$ cat src/rtl/arith_pkg.sv
// Shared definitions for the arithmetic library: divider FSM states and
// the helper that sizes the divider step counter.
package arith_pkg;

  typedef enum logic [1:0] {
    IDLE = 2'd0,
    CALC = 2'd1,
    DONE = 2'd2
  } div_state_e;

  localparam int DEFAULT_WIDTH = 4;
  localparam int DEFAULT_CNT_W = $clog2(DEFAULT_WIDTH);

  // Step counter width for a given operand width; must hold WIDTH-1.
  function automatic int cnt_width(input int width);
    return (width < 2) ? 1 : $clog2(width);
  endfunction

endpackage

$ cat src/rtl/ripple_subtractor.sv
// N-bit ripple-borrow subtractor (Diff = A - B - Bin) built from
// full-subtractor cells; Bout is the final borrow out of the MSB.
module ripple_subtractor #(
  parameter int N = 5
) (
  input  logic [N-1:0] A,
  input  logic [N-1:0] B,
  input  logic         Bin,
  output logic [N-1:0] Diff,
  output logic         Bout
);

  logic [N:0] w_borrow;

  assign w_borrow[0] = Bin;

  for (genvar i = 0; i < N; i++) begin : g_cell
    assign Diff[i]       = A[i] ^ B[i] ^ w_borrow[i];
    assign w_borrow[i+1] = (~A[i] & B[i]) | (~(A[i] ^ B[i]) & w_borrow[i]);
  end

  assign Bout = w_borrow[N];

endmodule

$ cat src/rtl/seq_restoring_divider.sv
// Multi-cycle unsigned restoring divider: one quotient bit per clock,
// valid/ready handshakes on both the operand and the result side.
module seq_restoring_divider
  import arith_pkg::*;
#(
  parameter int WIDTH = 4
) (
  input  logic             clk,
  input  logic             rst,
  input  logic             in_valid,
  output logic             in_ready,
  input  logic [WIDTH-1:0] dividend,
  input  logic [WIDTH-1:0] divisor,
  output logic             out_valid,
  input  logic             out_ready,
  output logic [WIDTH-1:0] quotient,
  output logic [WIDTH-1:0] remainder,
  output logic             div_by_zero
);

  localparam int CNT_W = cnt_width(WIDTH);

  div_state_e       r_state;
  div_state_e       w_state_nxt;
  logic [WIDTH:0]   r_rem;
  logic [WIDTH-1:0] r_q;
  logic [WIDTH-1:0] r_dvsr;
  logic [CNT_W-1:0] r_cnt;
  logic [WIDTH-1:0] r_quot;
  logic [WIDTH-1:0] r_remo;
  logic             r_dz;

  logic [WIDTH:0]   w_rs;
  logic [WIDTH:0]   w_trial;
  logic             w_borrow;
  logic [WIDTH:0]   w_rem_nxt;
  logic [WIDTH-1:0] w_q_nxt;
  logic             w_unused_rem_msb;

  assign w_rs = {r_rem[WIDTH-1:0], r_q[WIDTH-1]};

  // A restoring step always leaves R below the divisor, so R[WIDTH] stays zero.
  assign w_unused_rem_msb = r_rem[WIDTH];

  ripple_subtractor #(.N(WIDTH + 1)) u_sub (
    .A    (w_rs),
    .B    ({1'b0, r_dvsr}),
    .Bin  (1'b0),
    .Diff (w_trial),
    .Bout (w_borrow)
  );

  // Restore decision and quotient shift for the current step.
  always_comb begin
    w_rem_nxt = w_trial;
    w_q_nxt   = {r_q[WIDTH-2:0], 1'b1};
    if (w_borrow) begin
      w_rem_nxt = w_rs;
      w_q_nxt   = {r_q[WIDTH-2:0], 1'b0};
    end else begin
      w_rem_nxt = w_trial;
      w_q_nxt   = {r_q[WIDTH-2:0], 1'b1};
    end
  end

  // Next-state logic.
  always_comb begin
    w_state_nxt = r_state;
    case (r_state)
      IDLE: begin
        if (in_valid) begin
          w_state_nxt = (divisor == {WIDTH{1'b0}}) ? DONE : CALC;
        end else begin
          w_state_nxt = IDLE;
        end
      end
      CALC: begin
        if (r_cnt == {CNT_W{1'b0}}) begin
          w_state_nxt = DONE;
        end else begin
          w_state_nxt = CALC;
        end
      end
      DONE: begin
        if (out_ready) begin
          w_state_nxt = IDLE;
        end else begin
          w_state_nxt = DONE;
        end
      end
      default: w_state_nxt = IDLE;
    endcase
  end

  // State register.
  always_ff @(posedge clk) begin
    if (rst) begin
      r_state <= IDLE;
    end else begin
      r_state <= w_state_nxt;
    end
  end

  // Operand capture, iteration registers and result registers.
  always_ff @(posedge clk) begin
    if (rst) begin
      r_rem  <= '0;
      r_q    <= '0;
      r_dvsr <= '0;
      r_cnt  <= '0;
      r_quot <= '0;
      r_remo <= '0;
      r_dz   <= 1'b0;
    end else begin
      case (r_state)
        IDLE: begin
          if (in_valid) begin
            r_rem  <= '0;
            r_q    <= dividend;
            r_dvsr <= divisor;
            r_cnt  <= CNT_W'(WIDTH - 1);
            // Division by zero bypasses CALC and publishes its result at once.
            if (divisor == {WIDTH{1'b0}}) begin
              r_quot <= {WIDTH{1'b1}};
              r_remo <= dividend;
              r_dz   <= 1'b1;
            end
          end
        end
        CALC: begin
          r_rem <= w_rem_nxt;
          r_q   <= w_q_nxt;
          if (r_cnt == {CNT_W{1'b0}}) begin
            r_quot <= w_q_nxt;
            r_remo <= w_rem_nxt[WIDTH-1:0];
            r_dz   <= 1'b0;
          end else begin
            r_cnt <= r_cnt - CNT_W'(1);
          end
        end
        default: begin
          r_rem <= r_rem;
        end
      endcase
    end
  end

  assign in_ready    = (r_state == IDLE);
  assign out_valid   = (r_state == DONE);
  assign quotient    = r_quot;
  assign remainder   = r_remo;
  assign div_by_zero = r_dz;

endmodule

$ cat config.mk
export PLATFORM = sky130hd
export DESIGN_NAME = seq_restoring_divider
export DESIGN_NICKNAME = d
export VERILOG_FILES = /design/src/rtl/arith_pkg.sv /design/src/rtl/ripple_subtractor.sv /design/src/rtl/seq_restoring_divider.sv
export SDC_FILE = /design/constraint.sdc
export NUM_CORES = 1
export LEC_CHECK = 0
export ABC_AREA = 1
export BUFFER_PORTS_ARGS = -buffer_cell sky130_fd_sc_hd__buf_2
export CAP_MARGIN = 20
export CORE_MARGIN = 1.5
export CORE_UTILIZATION = 43
export DETAILED_ROUTE_END_ITERATION = 10
export GPL_TIMING_DRIVEN = 0
export SLEW_MARGIN = 40
export SYNTH_ARGS = -nofsm -noshare
export SYNTH_HDL_FRONTEND = slang
export SYNTH_SLANG_ARGS = --single-unit
$ cat constraint.sdc
create_clock -name clk -period 5.67 [get_ports clk]
set_input_delay 0.8505 -clock clk [delete_from_list [all_inputs] [get_ports clk]]
set_output_delay 0.8505 -clock clk [all_outputs]
set_load 0.03 [all_outputs]
; Word-level counts from Yosys, hierarchy flattened
; Cells that the tools add are included.
[classes]
addsub = 1
n_eq_ne = 6
n_mux = 26
n_bitwise = 26
n_reduce_logical = 8
[op_table]
columns = cell, count
row1 = 4-bit 2-to-1 mux, 9
row2 = 4-bit one-hot mux with 2 select lines, 4
row3 = 2-bit 2-to-1 mux, 6
row4 = 1-bit bitwise AND, 8
row5 = 1-bit NOT, 8
row6 = 1-bit XOR, 7
row7 = 2-bit inequality test (second input constant), 3
row8 = 2-bit one-hot mux with 3 select lines, 1
row9 = 2-bit zero test, 2
row10 = 4-bit zero test, 1
row11 = 1-bit 2-to-1 mux, 4
row12 = 2-bit one-hot mux with 2 select lines, 1
row13 = 2-bit AND reduction, 2
row14 = 4-bit AND reduction, 1
row15 = 1-bit bitwise OR, 3
row16 = 3-bit AND reduction, 1
row17 = 2-bit by 1-bit == test with 1-bit output (second input constant), 1
row18 = 2-bit == test (second input constant), 1
row19 = 2-bit by 1-bit inequality test with 1-bit output (second input constant), 1
row20 = 1-bit one-hot mux with 2 select lines, 1
row21 = 2-bit nonzero test, 1
row22 = 2-bit by 1-bit subtractor with 2-bit output (second input constant), 1
[word_totals]
ff_bits = 25
in_bits = 12
output_inout_bits = 11
word_cells = 75

; Longest topological paths before layout
; Gate-level depths: netlist of run 1.
[logic_depth]
word_depth = 12
depth_mapped = 12
mapped_depth_nobuf = 12

; Cells and area by module
; From an unflattened synthesis of run 1, not the netlist that was laid out.
[unflattened]
hier_cells = 181
area_unflattened_um2 = 1281.2
[modules_own_cells]
columns = module, instances, cells_each, area_each_um2, seq_area_each_um2
row1 = seq_restoring_divider, 1, 164, 1136.1, 500.5
row2 = ripple_subtractor, 1, 17, 145.1, 0.0

; Worst setup path before layout of run 1
; Ideal clock, no wire load.
[synth_timing]
path_kind = reg-to-reg
startpoint = register r_q[3]
endpoint = register r_remo[0] (netlist: remainder[0])
setup_ns = 0.064
t_arrival_ns = 2.135
required_time_ns = 5.606
slack_ns = 3.471
stages_incl_launch_ff = 13
path_buffers = 0
period_less_slack_ns = 2.199
cell_sequence = dfxtp_1 -> inv_1 -> ha_1 -> fa_1 -> fa_1 -> fa_1 -> inv_1 -> nor2_1 -> nor2_2 -> nand2_1 -> nand2_1 -> nor2_1 -> nor2_1
[synth_between]
elab_chain_cells = 12
elab_cells_between_ends = 13
cone_classes = 3 x mux / 10 x bitwise
[synth_rtl]
columns = element, line_no
row1 = from (decl), seq_restoring_divider.sv:26  ; logic [WIDTH-1:0] r_q;
row2 = from (signal assigned), seq_restoring_divider.sv:119  ; r_q <= dividend;
row3 = from (signal assigned), seq_restoring_divider.sv:132  ; r_q <= w_q_nxt;
row4 = 1-bit NOT, ripple_subtractor.sv:19  ; assign w_borrow[i+1] = (~A[i] & B[i]) | (~(A[i] ^ B[i]) & w_borrow[i]);
row5 = 1-bit bitwise AND (2 in series), ripple_subtractor.sv:19
row6 = 1-bit bitwise OR, ripple_subtractor.sv:19
row7 = 1-bit bitwise AND, ripple_subtractor.sv:19
row8 = 1-bit bitwise OR, ripple_subtractor.sv:19
row9 = 1-bit bitwise AND, ripple_subtractor.sv:19
row10 = 1-bit bitwise OR, ripple_subtractor.sv:19
row11 = 1-bit bitwise AND, ripple_subtractor.sv:19
row12 = 4-bit 2-to-1 mux *, seq_restoring_divider.sv:57  ; if (w_borrow) begin
row13 = 4-bit 2-to-1 mux *, seq_restoring_divider.sv:133  ; if (r_cnt == {CNT_W{1'b0}}) begin
row14 = 4-bit one-hot mux with 2 select lines *, seq_restoring_divider.sv:115  ; case (r_state)
row15 = to (signal assigned), seq_restoring_divider.sv:125  ; r_remo <= dividend;
row16 = to (signal assigned), seq_restoring_divider.sv:135  ; r_remo <= w_rem_nxt[WIDTH-1:0];
row17 = to (decl), seq_restoring_divider.sv:30  ; logic [WIDTH-1:0] r_remo;
; Every way passes the cells marked *; elsewhere a longest branch is shown, timed or not. The select of a mux whose other input is x is not followed.
; A chain may end at the register's enable or synchronous reset.

; Worst setup path in the final report of run 1
[layout_timing]
startpoint = register r_q[3]
endpoint = register r_remo[2] (netlist: remainder[2])
[layout_between]
elab_chain_cells = 12
elab_cells_between_ends = 13
cone_classes = 3 x mux / 10 x bitwise
[layout_rtl]
columns = element, line_no
row1 = 1-bit NOT *, ripple_subtractor.sv:19
row2 = 1-bit bitwise AND * (2 in series), ripple_subtractor.sv:19
row3 = 1-bit bitwise OR *, ripple_subtractor.sv:19
row4 = 1-bit bitwise AND, ripple_subtractor.sv:19
row5 = 1-bit bitwise OR, ripple_subtractor.sv:19
row6 = 1-bit bitwise AND, ripple_subtractor.sv:19
row7 = 1-bit bitwise OR, ripple_subtractor.sv:19
row8 = 1-bit bitwise AND, ripple_subtractor.sv:19
row9 = 4-bit 2-to-1 mux *, seq_restoring_divider.sv:57
row10 = 4-bit 2-to-1 mux *, seq_restoring_divider.sv:133
row11 = 4-bit one-hot mux with 2 select lines *, seq_restoring_divider.sv:115
; Marks and branches as above.

==> results of run 1 <==
[stage by stage]
| step | hold WS [ns] | setup slack (ns) | utilization (%) |
|---|---|---|---|
| CTS | 0.475 | 3.24 | 51.8 |
| global placement | 0.445 | 3.31 | 50.8 |
| finish | 0.479 | 3.25 | 51.8 |
| global route | 0.484 | 3.09 | 51.8 |
| detailed placement | 0.451 | 3.27 | 50.8 |
| floorplan | 0.434 | 3.47 | - |
[worst max-delay path, cell delays in order, from the launching register on]
cell,delay (ns)
dfxtp_1,0.37
inv_1,0.05
ha_1,0.20
fa_1,0.38
fa_1,0.39
fa_1,0.39
inv_1,0.07
nor2_1,0.05
nor2_2,0.16
nand2_1,0.08
nand2_1,0.08
nor2_1,0.05
nor2_1,0.07
[layout make-up]
cell class	count	area (um2)
Timing Repair Buffer	22	110
Multi-Input combinational cell	134	657
Sequential cell	25	500
Buffer	2	7.51
Clock inverter	1	5.00
Inverter	23	86.3
Fill cell	288	1330
Clock buffer	3	22.5
Tap cell	31	38.8
[cells by family (layout without fill, tap and decap cells)]
logic type      count (synthesis)  after routing  synth area share, %
fa+ha+maj                       5              5                 6.80
buf+inv                        25             51                 7.50
compound gates                 17             17                 6.80
flops                          25             25                 40.0
simple gates                  112            112                 38.9
[path summary, 6_finish.rpt]
check | cells past startpoint | end
max | 12 | remainder[2]
min | 2 | quotient[1]
max reg2reg | 12 | remainder[2]
min reg2reg | 2 | quotient[1]
[power by group through the flow]
stage / sequential [mW] / combinational, mW / clock, mW
floorplan: 0.228 / 0.0925 / 0
global placement: 0.214 / 0.138 / 0
detailed placement: 0.215 / 0.140 / 0
CTS: 0.211 / 0.141 / 0.0852
global route: 0.214 / 0.161 / 0.0893
finish: 0.211 / 0.139 / 0.0827
[cell usage in the layout (no fill, tap or decap)]
cell      Yosys  final
a21oi_1       5      5
buf_2         0     22
clkbuf_1      2      2
clkbuf_4      0      3
clkinv_2      0      1
dfxtp_1      25     25
fa_1          3      3
ha_1          2      2
inv_1        19     19
inv_2         4      4
nand2_1      41     41
nand2_4       5      5
nand3_1       8      8
nand3_2       1      1
nor2_1       51     51
nor2_2        4      4
nor3_1        2      2
o21ai_0      10     10
o21ai_1       2      2
[layer usage]
layer	up-vias	wire length, um	GRT usage [%]
li1	620	-	-
met1	498	1220	23.4
met2	28	1150	29.2
met3	4	93	2.04
met4	0	30	5.98
met5	-	0	0
[sequential cells by signal (all words and copies together), names as in the netlist]
signal       flops
r_state          2
r_rem            4
remainder        4
r_cnt            2
r_dvsr           4
quotient         4
r_q              4
div_by_zero      1
==> impl_metrics.py, run 1 <==
metrics = {
    "clock_tree": {
        "cts_made_buffers": 3,
        "cts_root_buffer": "clkbuf_4",
        "postCtsHoldBufs": 0,
        "post_cts.repair.setup_buffers": 0,
        "insertion_delay_ns": 0.33,
        "cts_buffer_depth": 2,
        "cts_sinks": 25,
        "htree_levels": 1,
        "cts_tree": "built",
        "path_clk_slew_ns": 0.15,
        "cts_resized": 0,
    },
    "timing": {
        "finalClockSkew_ns": 0.0148,
        "finalHoldViolCount": 0,
        "min_period_over_period_pct": 42.6,
        "fin_crit_ns": 2.42,
        "finalSetupViolCount": 0,
        "tightestPinTransition_ns": 0.459,
        "max_freq_mhz": 414,
        "final.setup.tns_ns": 0,
        "slew_headroom_pct": 69.4,
        "maxSlewViolCount": 0,
        "rsz0062_at_grt": "false",
    },
    "die": {
        "start_util_pct": 45.4,
        "die-area_um2": 3240,
        "die_h_um": 56.9,
        "die_x_um": 56.9,
        "core_um2": 2760,
        "rows": 19,
        "boundaryPins": 23,
    },
    "synth": {
        "synth-seq-cells": 25,
        "yosys_warnings": 0,
        "ys_top_cells_by_area": "dfxtp_1 (40%), nor2_1 (15%), nand2_1 (12%), inv_1 (5.7%), fa_1 (4.8%)",
        "synth_common_cells": "nor2_1 (51), nand2_1 (41), dfxtp_1 (25)",
        "synthesis.area_um2": 1250,
        "synth_top_area_share_pct": 40.0,
        "synth_top_area_cell": "dfxtp_1",
        "ys_seq_area_share_pct": 40.0,
        "synthFlopType": "dfxtp_1",
        "yosysMostFrequentCell": "nor2_1",
        "syn_inst": 184,
        "syn_avg_cell_area_um2": 6.80,
        "synth_edf_count": 0,
        "syn_nets": 201,
        "async_reset_ff_share_pct": 0,
        "synthDistinctLibCells": 16,
    },
    "finish": {
        "fin_cells": 241,
        "layout-drive-gt1-share_pct": 19.0,
        "n_antenna_cell": 0,
        "area_growth_pct": 14.1,
        "final_area_um2": 1430,
        "nets": 228,
    },
    "worst_hold_path": {
        "hp-class": "reg -> reg",
        "hold_start": "quotient[1]",
    },
    "detailed_routing": {
        "viasPerCell": 4.77,
        "first_iter_violations": 42,
        "post-route-drc-count": 0,
        "drt-pass1-iter-count": 4,
        "ant_nets": 0,
        "drt_wl_total_mm": 2.49,
        "wl_per_cell_um": 10.3,
        "vias": 1150,
    },
    "job": {
        "drv_cap": 0,
    },
    "critical_path": {
        "r2r-start": "r_q[3]",
        "worst-setup-path-type": "reg -> reg",
        "arrival_ns": 2.68,
        "setup.worst_path.start_class": "flop",
        "crit_required_ns": 5.94,
        "crit_fanout": 4,
        "crit_start": "r_q[3]",
        "cp-end-kind": "flop",
        "r2r_setup_slack_ns": 3.25,
    },
    "power": {
        "pwr_density_cell_nw_per_um2": 303,
        "peakVddDrop_mv": 0.151,
        "p_total_mw": 0.433,
        "total_leakage_power_nw": 0.750,
        "seqPwrFrac_pct": 48.7,
        "clockPowerShare_pct": 19.1,
        "p_sw_mw": 0.163,
        "p_sw_share_pct": 37.6,
        "pwr-share-comb_pct": 32.2,
        "power.internal_mw": 0.270,
    },
    "global_routing": {
        "grt_pass1_wl_mm": 4.48,
        "antenna_found_initial": 0,
        "grt.overflow.total": 0,
        "grt_usage_pct": 17.4,
        "grt_pass1_vias": 1048,
        "grt_max_degree": 15,
    },
    "placed_design": {
        "routabilityCongestion": 0.837,
        "dpl.hpwl_mm": 1.95,
        "dp.cells": 237,
        "dpl_cell_area_um2": 1400,
        "io_buffers": 22,
    },
    "run_status": {
        "run_status": "complete, no violations",
    },
}
(Power assumes the default switching activity.)
==> run 2, diff against run 1 <==
--- a/config.mk
+++ b/config.mk
@@ -5,13 +5,14 @@
 export SDC_FILE = /design/constraint.sdc
 export NUM_CORES = 1
 export LEC_CHECK = 0
-export ABC_AREA = 1
+export ABC_AREA = 0
 export BUFFER_PORTS_ARGS = -buffer_cell sky130_fd_sc_hd__buf_2
 export CAP_MARGIN = 20
 export CORE_MARGIN = 1.5
 export CORE_UTILIZATION = 43
 export DETAILED_ROUTE_END_ITERATION = 10
 export GPL_TIMING_DRIVEN = 0
+export PLACE_DENSITY = 0.67
 export SLEW_MARGIN = 40
 export SYNTH_ARGS = -nofsm -noshare
 export SYNTH_HDL_FRONTEND = slang
==> constraint.sdc (replaced) <==
create_clock -name clk -period 2 [get_ports clk]
set_input_delay 0.3 -clock clk [delete_from_list [all_inputs] [get_ports clk]]
set_output_delay 0.3 -clock clk [all_outputs]
set_load 0.03 [all_outputs]
==> impl_metrics.py, run 2 <==
metrics = {
    "synth": {
        "ys_top_cells_by_area": "dfxtp_1 (41%), a211oi_1 (5.5%), fa_1 (4.9%), a21oi_1 (4.1%), mux2i_1 (3.3%)",
        "ys_seq_area_share_pct": 40.7,
        "synthFlopType": "dfxtp_1",
        "synth_edf_count": 0,
        "async_reset_ff_share_pct": 0,
        "yosysMostFrequentCell": "dfxtp_1",
        "synthesis.area_um2": 1230,
        "synth_top_area_share_pct": 40.7,
        "synth-seq-cells": 25,
        "yosys_warnings": 0,
        "syn_inst": 124,
        "synth_top_area_cell": "dfxtp_1",
        "synthDistinctLibCells": 31,
        "syn_nets": 141,
        "synth_common_cells": "dfxtp_1 (25), a21oi_1 (10), nand2_1 (10)",
        "syn_avg_cell_area_um2": 9.93,
    },
    "finish": {
        "fill_cells": 252,
        "final_area_um2": 1500,
        "final_util_pct": 54.8,
        "fin_cells": 185,
        "final_cell_mix": "buf_2 (24), dfxtp_1 (24), nand2_1 (10)",
        "ff_latch_area_um2": 502,
        "n_antenna_cell": 0,
        "multi_input_comb_area_um2": 701,
        "area_growth_pct": 21.6,
        "layout-drive-gt1-share_pct": 37.0,
        "nets": 172,
    },
    "critical_path": {
        "r2r-start": "r_q[3]",
        "r2r_end": "remainder[2]",
        "crit_start": "r_q[3]",
        "r2r_setup_slack_ns": -0.40,
        "slowest_delay_ns": 0.39,
        "cp-endpoint": "remainder[2]",
        "ff2ff_path_depth": 8,
        "arrival_ns": 2.64,
        "worst-setup-path-type": "reg -> reg",
        "crit_top_cell": "fa_2",
        "crit_required_ns": 2.24,
        "slowest_stage": "fa_2",
        "crit_fanout": 5,
        "cp-end-kind": "flop",
        "setup.worst_path.start_class": "flop",
        "path_cells": "inv_2 > ha_4 > fa_2 > fa_2 > fa_2 > nor3b_1 > a211o_1 > a311oi_2",
    },
    "detailed_routing": {
        "first_iter_violations": 30,
        "ant_nets": 0,
        "drt-pass1-iter-count": 4,
        "viasPerCell": 5.46,
        "post-route-drc-count": 0,
        "vias": 1011,
        "wl_per_cell_um": 14.4,
        "drt_wl_total_mm": 2.67,
    },
    "clock_tree": {
        "postCtsHoldBufs": 0,
        "htree_levels": 1,
        "cts_buffer_depth": 2,
        "cts_root_buffer": "clkbuf_4",
        "cts_made_buffers": 3,
        "cts_tree": "built",
        "path_clk_slew_ns": 0.14,
        "insertion_delay_ns": 0.32,
        "cts_sinks": 25,
    },
    "timing": {
        "finalWorstSetupSlack_ns": -0.405,
        "finalClockSkew_ns": 0.00522,
        "maxSlewViolCount": 0,
        "max_freq_mhz": 416,
        "tightestPinTransition_ns": 0.583,
        "final.setup.tns_ns": -2.92,
        "whs_ns": 0.187,
        "fin_crit_ns": 2.40,
        "finalSetupViolCount": 10,
        "rsz0062_at_grt": "true",
        "min_period_over_period_pct": 120,
        "slew_headroom_pct": 61.2,
        "finalHoldViolCount": 0,
    },
    "placed_design": {
        "dpl_cell_area_um2": 1410,
        "dpl.hpwl_mm": 2.04,
        "routabilityCongestion": 0.778,
        "place_ws_ns": -0.400,
        "io_buffers": 22,
        "dp.cells": 177,
    },
    "power": {
        "total_leakage_power_nw": 0.608,
        "p_total_mw": 1.21,
        "pwr_density_cell_nw_per_um2": 809,
        "peakVddDrop_mv": 0.503,
    },
    "worst_hold_path": {
        "hp-class": "in -> reg",
    },
    "job": {
        "drv_cap": 0,
    },
    "global_routing": {
        "antenna_found_initial": 0,
        "grt.overflow.total": 0,
        "grt_max_degree": 15,
        "grt_pass1_wl_mm": 4.53,
        "grt_usage_pct": 18.4,
        "grt_pass1_vias": 947,
    },
    "run_status": {
        "violations": "setup timing",
        "run_status": "finished, violations left",
    },
    "die": {
        "boundaryPins": 23,
        "die-area_um2": 3190,
        "core_um2": 2730,
        "die_x_um": 56.5,
        "die_h_um": 56.5,
        "start_util_pct": 45.0,
        "rows": 19,
    },
}
## run 2: how the worst min path moves through the flow
stage	cells past startpoint	startpoint	endpoint
after floorplan	1	rst	r_q[3]
after CTS	2	rst	remainder[0]
after global placement	2	quotient[0]	quotient[0]
after detailed placement	2	quotient[3]	quotient[3]
final	2	rst	remainder[0]
after global routing	2	rst	remainder[0]
## run 2: repair_timing
action | 4_1_cts | 5_1_grt
endpoints found under the setup margin | 10 | 10
pin swaps | 2 | 2
resized for setup | 3 | 4
setup buffers | 2 | 2
## run 2: layout make-up
type	count	share of cell area [%]
multi-input combinational	83	46.8
sequential	25	33.5
timing repair buffer	26	9.61
buffer	7	3.43
tap	31	2.59
inverter	9	2.26
clock buffer	3	1.50
clock inverter	1	0.334
## run 2: kinds of logic after synthesis
kind of cell    synth area share [%]
simple gates                    20.3
compound gates                  21.9
flops                           40.7
buf+inv                         6.91
fa+ha+maj                       6.91
mux                             3.25
## run 2: per-layer routing
metal	routed length [um]	track usage, %	up-vias	part of all wire [%]
met5	0	0	-	0
met4	50	8.16	0	1.9
met3	122	2.07	5	4.6
met2	1290	29.6	29	48
met1	1200	24.9	463	45
li1	-	-	514	-
## run 2: power by group
part | internal (mW) | switching [mW]
Sequential | 0.549 | 0.0365
Combinational | 0.177 | 0.220
Clock | 0.0750 | 0.154
## run 2: critical path: cells and delay by family (launching register included)
family,cells,cell delay [ns]
buffers and inverters,1,0.05
AO/OA/AOI/OAI,2,0.55
flip-flops,1,0.36
adder cells (fa/ha/maj),4,1.21
AND/OR/NAND/NOR,1,0.16
==> run 3, diff against run 2 <==
--- a/config.mk
+++ b/config.mk
@@ -12,7 +12,7 @@
 export CORE_UTILIZATION = 43
 export DETAILED_ROUTE_END_ITERATION = 10
 export GPL_TIMING_DRIVEN = 0
-export PLACE_DENSITY = 0.67
+export PLACE_DENSITY = 0.71
 export SLEW_MARGIN = 40
 export SYNTH_ARGS = -nofsm -noshare
 export SYNTH_HDL_FRONTEND = slang
==> impl_metrics.py, run 3 (same netlist as run 2, synthesis figures left out) <==
metrics = {
    "power": {
        "clockPowerShare_pct": 19.4,
        "total_leakage_power_nw": 0.627,
        "p_sw_share_pct": 34.5,
        "seqPwrFrac_pct": 46.9,
        "p_sw_mw": 0.432,
        "peakVddDrop_mv": 0.472,
        "pwr_density_cell_nw_per_um2": 818,
        "pwr-share-comb_pct": 33.8,
        "power.internal_mw": 0.822,
    },
    "critical_path": {
        "crit_family": "adder cells",
        "slowest_delay_ns": 0.38,
        "crit_required_ns": 2.22,
        "critPathBufInv": 4,
        "slowest_stage": "fa_2",
        "crit_top_cell": "fa_2",
        "crit_fanout": 5,
        "setup.worst_path.start_class": "flop",
        "path_cells": "inv_2 > ha_4 > fa_2 > fa_2 > fa_2 > buf_4 > buf_6 > nand2b_4 > a211o_1 > buf_4 > a21oi_2",
        "worst-setup-path-type": "reg -> reg",
        "cp-end-kind": "flop",
        "arrival_ns": 2.62,
    },
    "finish": {
        "n_antenna_cell": 0,
        "area_growth_pct": 24.6,
        "layout_commonest_cell": "buf_2",
        "final_util_pct": 56.1,
        "final_cell_mix": "buf_2 (24), dfxtp_1 (23), nand2_1 (10)",
        "layout-drive-gt1-share_pct": 40.1,
        "fill_cells": 253,
        "nets": 175,
    },
    "timing": {
        "finalWorstSetupSlack_ns": -0.396,
        "finalHoldViolCount": 0,
        "rsz0062_at_grt": "true",
        "finalSetupViolCount": 10,
        "maxSlewViolCount": 0,
        "fin_crit_ns": 2.40,
        "finalClockSkew_ns": 0.00527,
        "tightestPinTransition_ns": 0.537,
        "min_period_over_period_pct": 120,
        "final.setup.tns_ns": -3.49,
        "max_freq_mhz": 417,
        "slew_headroom_pct": 63.9,
    },
    "run_status": {
        "run_status": "finished, violations left",
        "violations": "setup timing",
    },
    "die": {
        "rows": 19,
        "die_x_um": 56.5,
        "start_util_pct": 45.0,
        "core_um2": 2730,
        "die_h_um": 56.5,
        "boundaryPins": 23,
        "die-area_um2": 3190,
    },
    "global_routing": {
        "grt_max_degree": 16,
        "antenna_found_initial": 0,
        "grt_pass1_wl_mm": 4.66,
        "grt_usage_pct": 18.8,
        "grt.overflow.total": 0,
        "grt_pass1_vias": 1043,
    },
    "detailed_routing": {
        "drt-pass1-iter-count": 4,
        "viasPerCell": 5.62,
        "first_iter_violations": 24,
        "ant_nets": 0,
        "post-route-drc-count": 0,
        "wl_per_cell_um": 15.0,
        "drt_wl_total_mm": 2.83,
        "vias": 1057,
    },
    "clock_tree": {
        "cts_made_buffers": 3,
        "htree_levels": 1,
        "insertion_delay_ns": 0.34,
        "cts_sinks": 25,
        "cts_root_buffer": "clkbuf_4",
        "postCtsHoldBufs": 0,
        "path_clk_slew_ns": 0.15,
        "cts_tree": "built",
        "cts_buffer_depth": 2,
    },
    "placed_design": {
        "io_buffers": 22,
        "place_ws_ns": -0.403,
        "routabilityCongestion": 0.806,
        "dpl.hpwl_mm": 2.03,
    },
    "worst_hold_path": {
        "hp-class": "in -> reg",
    },
    "job": {
        "drv_cap": 0,
    },
}
[run 3: cell count changes in the layout (fill, tap and decap cells not counted), sizes merged]
cell	delta
buf	+3
clkinv	-1
clkinvlp	+1
[run 3: power by group through the flow]
stage / sequential [mW] / combinational, mW / clock [mW]
3_3_place_gp: 0.596 / 0.356 / 0
4_1_cts: 0.587 / 0.403 / 0.243
6_report: 0.588 / 0.424 / 0.243
2_1_floorplan: 0.629 / 0.234 / 0
5_1_grt: 0.593 / 0.466 / 0.257
3_5_place_dp: 0.597 / 0.365 / 0
[run 3: path summary, 6_finish.rpt]
check | from | endpoint | slack [ns] | cells past startpoint
hold / removal | rst | remainder[0] | 0.17 | 2
setup / recovery | r_q[3] | r_rem[1] | -0.40 | 11
hold reg to reg | quotient[3] | quotient[3] | 0.47 | 2
setup reg to reg | r_q[3] | r_rem[1] | -0.40 | 11
[run 3: area by class of cell]
cell class                      instances  area (um2)  share of cell area [%]
Clock inverter                          1        7.51                   0.489
Multi-Input combinational cell         83         711                    46.3
Sequential cell                        25         503                    32.8
Tap cell                               31        38.8                    2.53
Timing Repair Buffer                   29         166                    10.8
Buffer                                  7        51.3                    3.34
Clock buffer                            3        22.5                    1.47
Inverter                                9        33.8                    2.20
[run 3: metal layers]
metal / global-route usage (%) / vias up / part of all wire (%)
met5: 0 / - / 0
met4: 7.14 / 0 / 2.6
met3: 3.69 / 7 / 2.9
met2: 31.9 / 18 / 50
met1: 23.4 / 519 / 45
li1: - / 513 / -
[run 3: worst reg2reg max path: stages, from the launching register on]
cell and delay, ns:
dfxtp_2 0.36, inv_2 0.05, ha_4 0.15, fa_2 0.33
fa_2 0.34, fa_2 0.38, buf_4 0.15, buf_6 0.11
nand2b_4 0.09, a211o_1 0.16, buf_4 0.12, a21oi_2 0.04
[run 3: what timing repair did]
action	CTS	global route
setup endpoints to repair	10	10
pin swaps	5	2
buffers inserted	5	2
gates resized for setup	5	5
[run 3: stage by stage]
step	std cells	hold WS (ns)	cell area, um2	power [mW]
2_1_floorplan	124	0.371	1260	0.863
3_3_place_gp	177	0.444	1410	0.952
3_5_place_dp	177	0.449	1410	0.961
4_1_cts	186	0.173	1500	1.23
5_1_grt	188	0.183	1530	1.32
6_report	188	0.174	1530	1.25
